### config.mk
export PLATFORM = sky130hd
export DESIGN_NAME = vec_mem_sequencer_flat
export DESIGN_NICKNAME = d
export VERILOG_FILES = /design/src/rtl/simd_mem_pkg.sv /design/src/rtl/vec_mem_sequencer_if.sv /design/src/rtl/lane_counter.sv /design/src/rtl/vec_mem_sequencer.sv /design/src/flat_wrapper.sv
export SDC_FILE = /design/constraint.sdc
export NUM_CORES = 1
export LEC_CHECK = 0
export ABC_CLOCK_PERIOD_IN_PS = 2600
export CORE_ASPECT_RATIO = 0.7
export CORE_MARGIN = 2
export CORE_UTILIZATION = 45
export CTS_BUF_LIST = sky130_fd_sc_hd__clkbuf_4
export CTS_CLUSTER_DIAMETER = 200
export DETAILED_ROUTE_END_ITERATION = 10
export GPL_TIMING_DRIVEN = 0
export PLACE_DENSITY = 0.89
export SYNTH_ARGS = -nofsm -noshare
export SYNTH_HDL_FRONTEND = slang
export SYNTH_SLANG_ARGS = --single-unit
### constraint.sdc
create_clock -name clk -period 2.6 [get_ports clk]
set_input_delay 0.52 -clock clk [delete_from_list [all_inputs] [get_ports clk]]
set_output_delay 0.52 -clock clk [all_outputs]
set_load 0.05 [all_outputs]
### src/rtl/simd_mem_pkg.sv
// Types shared by the vector memory sequencer, its interface and the register-file side.
package simd_mem_pkg;

    localparam int unsigned DATA_W = 32;
    localparam int unsigned ADDR_W = 32;
    localparam int unsigned LANES  = 4;

    typedef enum logic [1:0] {IDLE, ISSUE, DRAIN, DONE} seq_state_t;

    typedef logic [LANES-1:0][DATA_W-1:0] lane_array_t;

endpackage

### src/rtl/vec_mem_sequencer_if.sv
// Request/response and scalar memory-port signals of the vector load/store sequencer.
interface vec_mem_sequencer_if #(
    parameter int unsigned dataSize       = 32,
    parameter int unsigned addressingSize = 32,
    parameter int unsigned lanes          = 4
);
    logic                            start;
    logic                            is_store;
    logic [addressingSize-1:0]       base_addr;
    logic [lanes-1:0][dataSize-1:0]  store_data;
    logic [lanes-1:0][dataSize-1:0]  load_data;
    logic                            busy;
    logic                            done;
    logic                            mem_we;
    logic [addressingSize-1:0]       mem_addr;
    logic [dataSize-1:0]             mem_wdata;
    logic [dataSize-1:0]             mem_rdata;

    modport master (
        input  start, is_store, base_addr, store_data, mem_rdata,
        output load_data, busy, done, mem_we, mem_addr, mem_wdata
    );

    modport slave (
        output start, is_store, base_addr, store_data, mem_rdata,
        input  load_data, busy, done, mem_we, mem_addr, mem_wdata
    );
endinterface

### src/rtl/lane_counter.sv
// Lane index for the issue side plus a one-cycle delayed copy for load capture.
module lane_counter #(
    parameter int unsigned lanes = 4,
    parameter int unsigned idxW  = 2
) (
    input  logic            clk,
    input  logic            rst,
    input  logic            clear,
    input  logic            enable,
    output logic [idxW-1:0] idx,
    output logic [idxW-1:0] cap,
    output logic            last
);
    always_ff @(posedge clk) begin
        if (rst) begin
            idx <= '0;
            cap <= '0;
        end else begin
            if (clear)
                idx <= '0;
            else if (enable)
                idx <= idx + idxW'(1);
            cap <= idx;
        end
    end

    assign last = (idx == idxW'(lanes - 1));
endmodule

### src/rtl/vec_mem_sequencer.sv
// Issues one vector load/store as consecutive scalar word accesses and gathers load results.
module vec_mem_sequencer #(
    parameter int unsigned dataSize       = 32,
    parameter int unsigned addressingSize = 32,
    parameter int unsigned lanes          = 4
) (
    input logic                 clk,
    input logic                 rst,
    vec_mem_sequencer_if.master bus
);
    import simd_mem_pkg::*;

    localparam int unsigned IDX_W = (lanes > 1) ? $clog2(lanes) : 1;

    seq_state_t                     state;
    logic                           is_store_q;
    logic [addressingSize-1:0]      base_q;
    logic [lanes-1:0][dataSize-1:0] store_q;
    logic                           cap_en;
    logic [IDX_W-1:0]               idx;
    logic [IDX_W-1:0]               cap;
    logic [IDX_W-1:0]               nidx;
    logic                           last;
    logic                           accept;
    logic                           advance;

    assign accept  = (state == IDLE) && bus.start;
    assign advance = (state == ISSUE) && !last;
    assign nidx    = idx + IDX_W'(1);

    lane_counter #(
        .lanes (lanes),
        .idxW  (IDX_W)
    ) u_lane_counter (
        .clk    (clk),
        .rst    (rst),
        .clear  (accept),
        .enable (advance),
        .idx    (idx),
        .cap    (cap),
        .last   (last)
    );

    always_ff @(posedge clk) begin
        if (rst) begin
            state         <= IDLE;
            is_store_q    <= 1'b0;
            base_q        <= '0;
            store_q       <= '0;
            cap_en        <= 1'b0;
            bus.busy      <= 1'b0;
            bus.done      <= 1'b0;
            bus.mem_we    <= 1'b0;
            bus.mem_addr  <= '0;
            bus.mem_wdata <= '0;
            bus.load_data <= '0;
        end else begin
            bus.done <= 1'b0;
            // read_data for the lane presented last cycle arrives this cycle
            cap_en <= (state == ISSUE) && !is_store_q;
            if (cap_en)
                bus.load_data[cap] <= bus.mem_rdata;

            case (state)
                IDLE: begin
                    if (bus.start) begin
                        is_store_q    <= bus.is_store;
                        base_q        <= bus.base_addr;
                        store_q       <= bus.store_data;
                        bus.mem_addr  <= bus.base_addr;
                        bus.mem_we    <= bus.is_store;
                        bus.mem_wdata <= bus.store_data[0];
                        bus.busy      <= 1'b1;
                        state         <= ISSUE;
                    end
                end
                ISSUE: begin
                    if (last) begin
                        bus.mem_we <= 1'b0;
                        if (is_store_q) begin
                            bus.busy <= 1'b0;
                            bus.done <= 1'b1;
                            state    <= DONE;
                        end else begin
                            state <= DRAIN;
                        end
                    end else begin
                        bus.mem_addr  <= base_q + addressingSize'(nidx);
                        bus.mem_wdata <= store_q[nidx];
                    end
                end
                DRAIN: begin
                    bus.busy <= 1'b0;
                    bus.done <= 1'b1;
                    state    <= DONE;
                end
                DONE: begin
                    state <= IDLE;
                end
                default: begin
                    state <= IDLE;
                end
            endcase
        end
    end
endmodule

### src/flat_wrapper.sv
// flat-port wrapper written by rule: the top's interface ports become plain ports
module vec_mem_sequencer_flat import simd_mem_pkg::*;
#(
    parameter int unsigned dataSize       = 32,
    parameter int unsigned addressingSize = 32,
    parameter int unsigned lanes          = 4
)
  (clk, rst, bus_start, bus_is_store, bus_base_addr, bus_store_data, bus_mem_rdata, bus_load_data, bus_busy, bus_done, bus_mem_we, bus_mem_addr, bus_mem_wdata);
  vec_mem_sequencer_if #(.dataSize(dataSize), .addressingSize(addressingSize), .lanes(lanes)) bus_i ();
  input logic clk;
  input logic rst;
  input wire logic [$bits(bus_i.start)-1:0] bus_start;
  input wire logic [$bits(bus_i.is_store)-1:0] bus_is_store;
  input wire logic [$bits(bus_i.base_addr)-1:0] bus_base_addr;
  input wire logic [$bits(bus_i.store_data)-1:0] bus_store_data;
  input wire logic [$bits(bus_i.mem_rdata)-1:0] bus_mem_rdata;
  output wire logic [$bits(bus_i.load_data)-1:0] bus_load_data;
  output wire logic [$bits(bus_i.busy)-1:0] bus_busy;
  output wire logic [$bits(bus_i.done)-1:0] bus_done;
  output wire logic [$bits(bus_i.mem_we)-1:0] bus_mem_we;
  output wire logic [$bits(bus_i.mem_addr)-1:0] bus_mem_addr;
  output wire logic [$bits(bus_i.mem_wdata)-1:0] bus_mem_wdata;
  assign bus_i.start = bus_start;
  assign bus_i.is_store = bus_is_store;
  assign bus_i.base_addr = bus_base_addr;
  assign bus_i.store_data = bus_store_data;
  assign bus_i.mem_rdata = bus_mem_rdata;
  assign bus_load_data = bus_i.load_data;
  assign bus_busy = bus_i.busy;
  assign bus_done = bus_i.done;
  assign bus_mem_we = bus_i.mem_we;
  assign bus_mem_addr = bus_i.mem_addr;
  assign bus_mem_wdata = bus_i.mem_wdata;
  vec_mem_sequencer #(.dataSize(dataSize), .addressingSize(addressingSize), .lanes(lanes)) u_core (.clk(clk), .rst(rst), .bus(bus_i));
endmodule
### Word level (Yosys, flattened, before mapping)

Index checks and enable logic that the tools add are counted.

* output and inout bits: 195
* bits of input ports: 196
* register bits: 363

* equal/unequal tests: 8
* $lt $le $gt $ge: 3
* mux-type cells: 25
* $add $sub $neg: 2
* reductions and logical operators: 15

Operators by type and width (count)
* 32-bit two-way mux: 6
* 128-bit bitwise mux: 1
* 32-bit case mux with 2 select lines: 2
* 32-bit binary-select mux with 2-bit select: 1
* 32-bit demux with 2-bit select: 1
* 32-bit by 2-bit adder with 32-bit output: 1
* 1-bit two-way mux: 8
* 2-bit case mux with 4 select lines: 1
* 2-bit equality test, second input constant: 3
* 2-bit by 3-bit < comparator with 1-bit output, second input constant: 2
* 3-bit AND reduction: 2
* 1-bit logical AND: 4
* 2-bit two-way mux: 2
* 2-bit by 1-bit inequality test with 1-bit output, second input constant: 2
* 2-bit inequality test, second input constant: 2
* 1-bit case mux with 2 select lines: 2
* 2-bit AND reduction: 2
* 4-bit AND reduction: 1
* 1-bit case mux with 3 select lines: 1
* 3-bit nonzero test: 1
* 2-bit by 1-bit adder with 2-bit output, second input constant: 1
* 2-bit by 1-bit equality test with 1-bit output, second input constant: 1
* 2-bit by 1-bit greater-or-equal comparator with 1-bit output, second input constant: 1
* 1-bit logical NOT: 2
* other kinds (3): 3

### Longest topological paths before layout

Gate-level depths: netlist of the first run.

* word-level depth: 5
* depth in mapped cells: 10

### Hierarchy

From an unflattened synthesis of the first run, not the netlist that was laid out.

* cell total of the unflattened synthesis: 1791
* area total of the unflattened synthesis: 14450.1 sq um

Modules (own cells, without submodules)
* vec_mem_sequencer: cells each 1780, times used 1, area each 14306.2 sq um
* lane_counter: cells each 11, times used 1, area each 143.9 sq um

### Least setup slack after synthesis of the first run

No wires, ideal clock.

* kind: reg2reg
* start point: reg u_core.u_lane_counter.idx[0]
* end point: reg u_core.bus.mem_addr[8]
* setup time: 70 ps
* period minus slack after synthesis: 2514 ps
* arrival: 2443 ps
* required time: 2530 ps
* path buffers: 2
* stages on the path, launching flop included: 11
* path slack: 86 ps
* cells stage by stage: dfxtp_1 > clkbuf_1 > clkbuf_1 > inv_1 > ha_1 > fa_1 > and4_1 > nand4_1 > xor2_1 > a211o_1 > a21oi_1

* word-level cells in the longest chain between the ends: 4
* elaborated cells between the ends (all ways): 7
* those cells by class: add/sub (2); eq/ne (2); mux (2); reduce/logical (1)

RTL lines
* start: declaration: RTL line lane_counter.sv:10 `output logic [idxW-1:0] idx,`
* start signal: assignment: RTL line lane_counter.sv:22 `idx <= idx + idxW'(1);`
* 2-bit by 1-bit adder with 2-bit output: RTL line vec_mem_sequencer.sv:29 `assign nidx = idx + IDX_W'(1);`
* net u_core.nidx[0]: RTL line vec_mem_sequencer.sv:22 `logic [IDX_W-1:0] nidx;`
* 32-bit by 2-bit adder with 32-bit output: RTL line vec_mem_sequencer.sv:88 `bus.mem_addr <= base_q + addressingSize'(nidx);`
* 32-bit two-way mux: RTL line vec_mem_sequencer.sv:78 `if (last) begin`
* 32-bit case mux with 2 select lines: RTL line vec_mem_sequencer.sv:64 `case (state)`
* end signal: assignment: RTL line vec_mem_sequencer.sv:70 `bus.mem_addr <= bus.base_addr;`
* end signal: assignment: RTL line vec_mem_sequencer.sv:88
* end: declaration: RTL line vec_mem_sequencer_if.sv:21 `output load_data, busy, done, mem_we, mem_addr, mem_wdata`

The timed path passes the listed nets, and every way through them passes these cells. The select of a mux whose other input is x is not followed.
A chain may end at the register's enable or synchronous reset.

### Final worst setup path of the first run

* start point: reg u_core.bus.mem_wdata[12]
* end point: out bus_mem_wdata[12]

RTL lines
* start: declaration: RTL line vec_mem_sequencer_if.sv:21
* start signal: assignment: RTL line vec_mem_sequencer.sv:72 `bus.mem_wdata <= bus.store_data[0];`
* start signal: assignment: RTL line vec_mem_sequencer.sv:89 `bus.mem_wdata <= store_q[nidx];`
* end: declaration: RTL line flat_wrapper.sv:22 `output wire logic [$bits(bus_i.mem_wdata)-1:0] bus_mem_wdata;`

No word-level cell between the ends.

==> results of run 1 <==
[power groups by stage]
stage               Clock [W]  Sequential, W  Combinational (W)
global route          0.00514        0.00739            0.00871
floorplan                   0        0.00902            0.00341
global placement            0        0.00733            0.00786
finish                0.00480        0.00731            0.00822
detailed placement          0        0.00739            0.00805
CTS                   0.00485        0.00728            0.00810
[state kept, by name, indices dropped and copies added, names as in the netlist]
name                       count
u_core.base_q                 32
u_core.bus.busy                1
u_core.bus.done                1
u_core.bus.load_data         128
u_core.bus.mem_addr           32
u_core.bus.mem_wdata          32
u_core.bus.mem_we              1
u_core.cap_en                  1
u_core.is_store_q              1
u_core.state                   2
u_core.store_q               128
u_core.u_lane_counter.cap      2
u_core.u_lane_counter.idx      2
[timing repair]
action / in CTS / in global routing
resized for setup: 9 / 18
endpoints found under the setup margin: 122 / 93
hold endpoints to repair: 0 / 0
setup buffers: 0 / 6
pin swaps: 2 / 3
[synth_stat cells (2+ instances only)]
library cell | count | area share [%]
a31oi_1 | 6 | 0.26
nand2_1 | 609 | 16
o22ai_1 | 2 | 0.086
nand3_2 | 2 | 0.14
a31o_2 | 2 | 0.12
and2_1 | 2 | 0.086
buf_2 | 13 | 0.44
a211o_1 | 5 | 0.30
xnor2_1 | 7 | 0.42
a2111oi_2 | 4 | 0.41
mux4_2 | 32 | 4.9
clkbuf_1 | 111 | 2.8
buf_1 | 5 | 0.13
o21ai_1 | 4 | 0.14
ha_1 | 8 | 0.68
clkbuf_8 | 3 | 0.28
nor3_1 | 12 | 0.41
a21oi_1 | 315 | 11
o211ai_1 | 4 | 0.21
and4_1 | 4 | 0.24
nand4_4 | 2 | 0.29
or3_1 | 6 | 0.26
nor2_1 | 63 | 1.6
nand4_2 | 2 | 0.17
nand4_1 | 6 | 0.26
o21ai_0 | 6 | 0.21
nand3_1 | 13 | 0.44
xor2_1 | 18 | 1.1
inv_1 | 11 | 0.28
nor2b_1 | 3 | 0.13
a211oi_1 | 41 | 2.1
nor4_1 | 3 | 0.13
dfxtp_1 | 363 | 50
or4_1 | 3 | 0.15
mux2i_1 | 37 | 2.5
buf_6 | 4 | 0.31
and3_1 | 7 | 0.30
[metrics by stage]
step	instances	total power (W)	util, %	hold WS (ps)	worst slack (ps)
after floorplan	1761	0.0124	-	433	86.3
after global placement	2578	0.0152	59.3	439	-620
after detailed placement	2578	0.0154	59.3	444	-743
after CTS	2735	0.0202	63.0	272	-45.1
after global routing	2747	0.0212	63.2	284	6.55
final	2748	0.0203	63.2	326	83.8
[worst min-delay path, cell delays in order]
cell and delay, ps:
clkdlybuf4s50_1 400, nand2_1 50, a21oi_1 50
[per-layer routing]
layer  vias to the layer above  wire, um  track usage, %
met3                       154      5770            7.29
met2                      1001     24900            48.8
met5                         -        11               0
met1                      7231     21900            40.8
li1                       6962         -               -
met4                         2      1850            13.4
[path summary, 6_finish.rpt]
path	endpoint	slack [ps]	cells past startpoint	from
setup reg to reg	u_core.bus.mem_addr[29]	90	7	u_core.u_lane_counter.idx[0]
hold / removal	u_core.store_q[93]	330	3	bus_store_data[93]
hold reg to reg	u_core.bus.load_data[57]	450	2	u_core.bus.load_data[57]
setup / recovery	bus_mem_wdata[12]	80	1	u_core.bus.mem_wdata[12]
[placed cells by master (no fill, tap or decap), drive strengths merged, types with 3 or more instances in the layout]
cell           synthesis  layout
nand2                609     609
clkdlybuf4s50          0     390
dfxtp                363     363
a21oi                315     315
clkbuf               114     242
nor2                  64      64
a211oi                42      42
mux2i                 37      37
mux4                  32      32
buf                   22      29
clkinv                 0      21
xor2                  18      18
nand3                 15      15
inv                   11      14
nor3                  13      13
nand4                 10      10
o21ai                 10      10
diode                  0       9
ha                     8       8
and3                   7       7
xnor2                  7       7
a31oi                  6       6
or3                    6       6
and4                   6       6
a2111oi                5       5
a211o                  5       5
o211ai                 4       4
nor2b                  4       4
nor4                   4       4
or4                    3       3
[layout make-up]
| cell class | count | area share [%] |
|---|---|---|
| flip-flops and latches | 363 | 35.8 |
| multi-input cells | 1251 | 33.4 |
| repair buffers | 396 | 19.4 |
| clock buffers | 132 | 4.88 |
| plain buffers | 133 | 2.89 |
| well taps | 427 | 2.63 |
| clock inverters | 26 | 0.702 |
| inverters | 11 | 0.203 |
| diodes | 9 | 0.111 |
[logic make-up (layout without fill, tap and decap cells)]
logic type,count (synthesis),count (layout)
simple gates,751,751
compound gates,397,397
flops,363,363
buf+inv,147,698
mux,69,69
xor+xnor,25,25
fa+ha+maj,9,9
other cells,0,9
==> results.md, run 1 <==
* Final Instance Area at 0.0203 mm^2
* Main combinational cell family by area after synthesis: simple AND/OR/NAND/NOR gates
* VDD IR max at 0.000736 V
* Multi-input logic area at 0.00678 mm^2
* Flops & latches, synth at 363
* Psw at 0.00851 W
* TritonCTS buffer count at 90
* Share of cells above drive strength 1 at 10.1%
* Iter 0 DRT Violations at 1,598
* Status: finished, final reports clean
* Area of the mapped netlist at 0.0146 mm^2
* Top FF cell, synth: dfxtp_1
* Setup Crit Path Kind: register to output pin
* Clk pin slew, worst setup/hold paths at 70 ps
* Total grt overflow at 0
* Logic pwr share at 40.4%
* Die area at 0.0340 mm^2
* Pwr Density at 1000 mW/mm^2
* Global-route wire length before repair at 81,500 um
* H-tree levels at 3
* Placed cell areas at 0.0191 mm^2
* WP data required at 2080 ps
* Clk pwr share at 23.6%
* Synth Instances at 1,761
* CP Buf/Inv Count at 1
* Vias at 15,400
* IO buf count at 390
* Chip width at 220 um
* Final period util at 96.8%
* Synth cell types at 60
* Crit-path max FO at 2
* Layout area overhead at 38.8%
* Fin nets at 2,451
* Count of final hold-check violations at 0
* Routed wire length per instance at 19.8 um
* Synthesized-area fraction occupied by and/or/nand/nor cells at 21.2%
* Initial core utilization at 45.5%
* Avg Inst Size Synth at 8.31 um^2
* Reg power frac at 36.0%
* Int Pwr at 0.0118 W
* Number of flops mapped to enable cells by yosys at 0
* Pleak at 7.30 nW
* Max-cap violations at 0
* Slew Limit Headroom at 34.8%
* Final setup viols at 0
* DRC errors left at 0
* Largest net degree at the start of global routing at 14
* Kind of start point of the critical path: register
* Clock Tree Root: clkbuf_4
* RSZ-0062 raised after global routing: false
* Hold buffer count at CTS at 0
* Clock Path Buffers at 3
* Via/cell ratio at 5.59
* Fmax at 0.397 GHz
* Max-slew violations at 0
* Tightest Hold Check Type: input port to register
* Post-synthesis mux area share at 7.46%
* CP arrival at 2000 ps
* Adder-cell share of the synthesized area at 0.821%
* Top delay family on crit path: buffers and inverters
* Asr flop ratio synth at 0%
* CP Capture Type: output pin
* Net Sw Frac at 41.9%
* CTS tree: yes
* GRT Util Overall at 31.0%
* Synthesized Nets at 1,966
* Fill count at 2,612
* CP peak stage delay at 840 ps
* GPL Wtd Cong at 0.928
* Synth Area in XOR/XNOR at 1.50%
* Clock tree sinks at 363
* # rows at 55
* Io pins at 391
* Post-layout min period at 2520 ps
* Antenna Nets Post-Route at 0
* Slowest CP cell: clkdlybuf4s50_1
* Compound-Gate Fraction of Synth Area at 15.1%
* Critical path cell sequence: clkdlybuf4s50_1
* Total negative slack at 0 ps
* Core footprint at 0.0321 mm^2
* Die Ht at 155 um
* Total detailed-routing wirelength at 54,400 um
* Vias in the first global route at 15,000
* Sequential fraction of the synthesis area at 49.7%
* Clock skew at 49.1 ps
* Clock latency at the later pin of the worst-skew pair at 750 ps
* Initial antenna violation count at 10
* Ys Warns at 0
* Worst-Margin Slew at 976 ps
* Hpwl dp at 40,500 um
* First-pass detailed-route iteration total at 8
* Register area at 0.00727 mm^2
(Power assumes the default switching activity.)
==> run 2: changes to the inputs <==
ABC_CLOCK_PERIOD_IN_PS = 2800   (was 2600)
CORE_UTILIZATION = 50   (was 45)
PLACE_DENSITY = 0.93   (was 0.89)
SLEW_MARGIN = 5   (was unset)
clock period = 2.8 ns   (was 2.6 ns; I/O delays follow)
==> run 2 against run 1 <==
Against the previous run:
- clock skew grew 8.1 ps
- clock power shrank 4.8%
- utilization grew 7.0 points
- via count grew 0.79%
- largest power group unchanged
- final cell count shrank 1.8%
- combinational power shrank 8.2%
- final area shrank 0.38%
- setup slack lost 8.8 ps
==> results.md, run 2 (same netlist as run 1, synthesis figures left out) <==
* Clock tree sinks at 363 (unchanged)
* Routed wire length per instance at 20.1 um (+1.3%)
* Fmax at 0.367 GHz
* VDD IR max at 0.000833 V (+13%)
* # rows at 52 (-5.5%)
* Die area at 0.0307 mm^2 (-9.8%)
* Clock latency at the later pin of the worst-skew pair at 760 ps (about the same)
* Post-Place Cells at 2,529 (-1.9%)
* Vias at 15,500 (+0.79%)
* Pleak at 7.28 nW (-0.27%)
* Total detailed-routing wirelength at 54,200 um (-0.53%)
* Fin nets at 2,446 (-0.20%)
* Setup Crit Path Kind: register to register
* IO buf count at 390 (unchanged)
* Clk pin slew, worst setup/hold paths at 70 ps (about the same)
* Tightest Hold Check Type: input port to register
* Via/cell ratio at 5.73 (+2.6%)
* TritonCTS buffer count at 89 (-1.1%)
* Most frequent cells in the layout: 609 x nand2_1, 390 x clkdlybuf4s50_1, 363 x dfxtp_1
* Final design utilization at 70.2% (+7.0 points)
* Status: finished, final reports clean
* Total negative slack at 0 ps (unchanged)
* Hpwl dp at 40,200 um (-0.81%)
* Non-filler instance count after layout at 2,699 (-1.8%)
* CTS tree: yes
* Pre-CTS WS at -521 ps (+221 ps)
* Layout area overhead at 38.3%
* CP arrival at 3290 ps (+1290 ps)
* Slowest CP cell: a211oi_2
* Max-slew violations at 0 (unchanged)
* Final period util at 97.3%
* Commonest non-fill, non-tap cell in the layout: nand2_1
* Clock skew at 57.2 ps (+8.10 ps)
* GPL Wtd Cong at 0.937 (+0.98%)
* Total grt overflow at 0 (unchanged)
* CP peak stage delay at 630 ps (-210 ps)
* Slew Limit Headroom at 33.0% (-1.8 points)
* CP Capture Type: register
* GRT Util Overall at 34.4% (+3.4 points)
* Iter 0 DRT Violations at 1,441 (-9.8%)
* Critical path cell sequence: inv_1 -> ha_1 -> nor2b_2 -> a211oi_2 -> buf_6 -> clkbuf_1 -> a211oi_1
* Hold buffer count at CTS at 0 (unchanged)
* Regs by FF count: u_core.bus.load_data x128, u_core.store_q x128
* Pwr Density at 935 mW/mm^2 (-6.6%)
* Chip width at 208 um (-5.0%)
* Initial antenna violation count at 17 (+7)
* First-pass detailed-route iteration total at 6 (-2)
* Global-route wire length before repair at 82,400 um (+1.0%)
* Kind of start point of the critical path: register
* Count of final hold-check violations at 0 (unchanged)
* WP data required at 3360 ps (+1280 ps)
* Antenna Nets Post-Route at 0 (unchanged)
* Number of setup buffers added after CTS at 0 (unchanged)
* Worst-Margin Slew at 1000 ps (+26.4 ps)
* Io pins at 391 (unchanged)
* Clock Path Buffers at 3 (unchanged)
* Final setup viols at 0 (unchanged)
* DRC errors left at 0 (unchanged)
* Largest net degree at the start of global routing at 13 (-1)
* PnR worst setup slack at 75.0 ps (-8.84 ps)
* Initial core utilization at 50.8% (+5.2 points)
* Die Ht at 147 um (-5.0%)
* Share of cells above drive strength 1 at 9.75% (-0.37 points)
* H-tree levels at 3 (unchanged)
* Core footprint at 0.0288 mm^2 (-10%)
* Post-layout min period at 2720 ps
* Max-cap violations at 0 (unchanged)
* Clock Tree Root: clkbuf_4
* Crit-path max FO at 10 (+8)
* Vias in the first global route at 15,100 (+0.40%)
[run 2: layer usage]
layer,routed length [um],GRT usage (%)
met5,57,0
met2,24400,54.0
met1,21100,43.7
met4,2400,17.0
met3,6200,9.71
[run 2: final cells by class]
class / count / area, um^2
Multi-Input combinational cell: 1251 / 6770
Antenna cell: 14 / 35.0
Tap cell: 378 / 473
Clock inverter: 22 / 143
Inverter: 11 / 41.3
Timing Repair Buffer: 390 / 3900
Buffer: 135 / 593
Sequential cell: 363 / 7270
Clock buffer: 135 / 1010
Fill cell: 2236 / 8590
[run 2: power by group]
part,switching [W],leakage (nW),internal [W],total [W]
combinational,0.00498,3.62,0.00257,0.00755
clock,0.00220,0.692,0.00238,0.00457
sequential,0.000691,2.97,0.00611,0.00680
total,0.00787,7.28,0.0111,0.0189
[run 2: worst paths after layout]
check / from / endpoint / slack [ps] / cells past startpoint
worst max-delay path: u_core.state[1] / u_core.bus.mem_wdata[27] / 80 / 7
worst min-delay path: bus_store_data[74] / u_core.store_q[74] / 350 / 3
worst max register to register: u_core.state[1] / u_core.bus.mem_wdata[27] / 80 / 7
worst min register to register: u_core.bus.load_data[58] / u_core.bus.load_data[58] / 450 / 2
[run 2: per-stage QoR]
stage | hold WS (ps) | instance area (um^2) | total power (W)
floorplan | 433 | 14600 | 0.0115
detailed placement | 443 | 19000 | 0.0143
global placement | 438 | 19000 | 0.0141
finish | 350 | 20200 | 0.0189
global route | 318 | 20200 | 0.0197
CTS | 315 | 20200 | 0.0188
[run 2: worst max-delay path, delay by kind of cell (launching register included)]
family / cells / cell delay (ps)
AO/OA/AOI/OAI: 2 / 790
adder cells (fa/ha/maj): 1 / 240
AND/OR/NAND/NOR: 1 / 210
flip-flops: 1 / 400
buffers and inverters: 3 / 870
[run 2: repair_timing]
item / 4_1_cts / 5_1_grt
gates resized for setup: 5 / 11
pin swaps: 0 / 2
setup endpoints to repair: 103 / 45
endpoints found under the hold margin: 0 / 0
==> run 3: changes to the inputs <==
HOLD_SLACK_MARGIN = 0.1   (was unset)
==> results of run 3 <==
The final DEF is identical to that of run 2; final timing and power are the same.
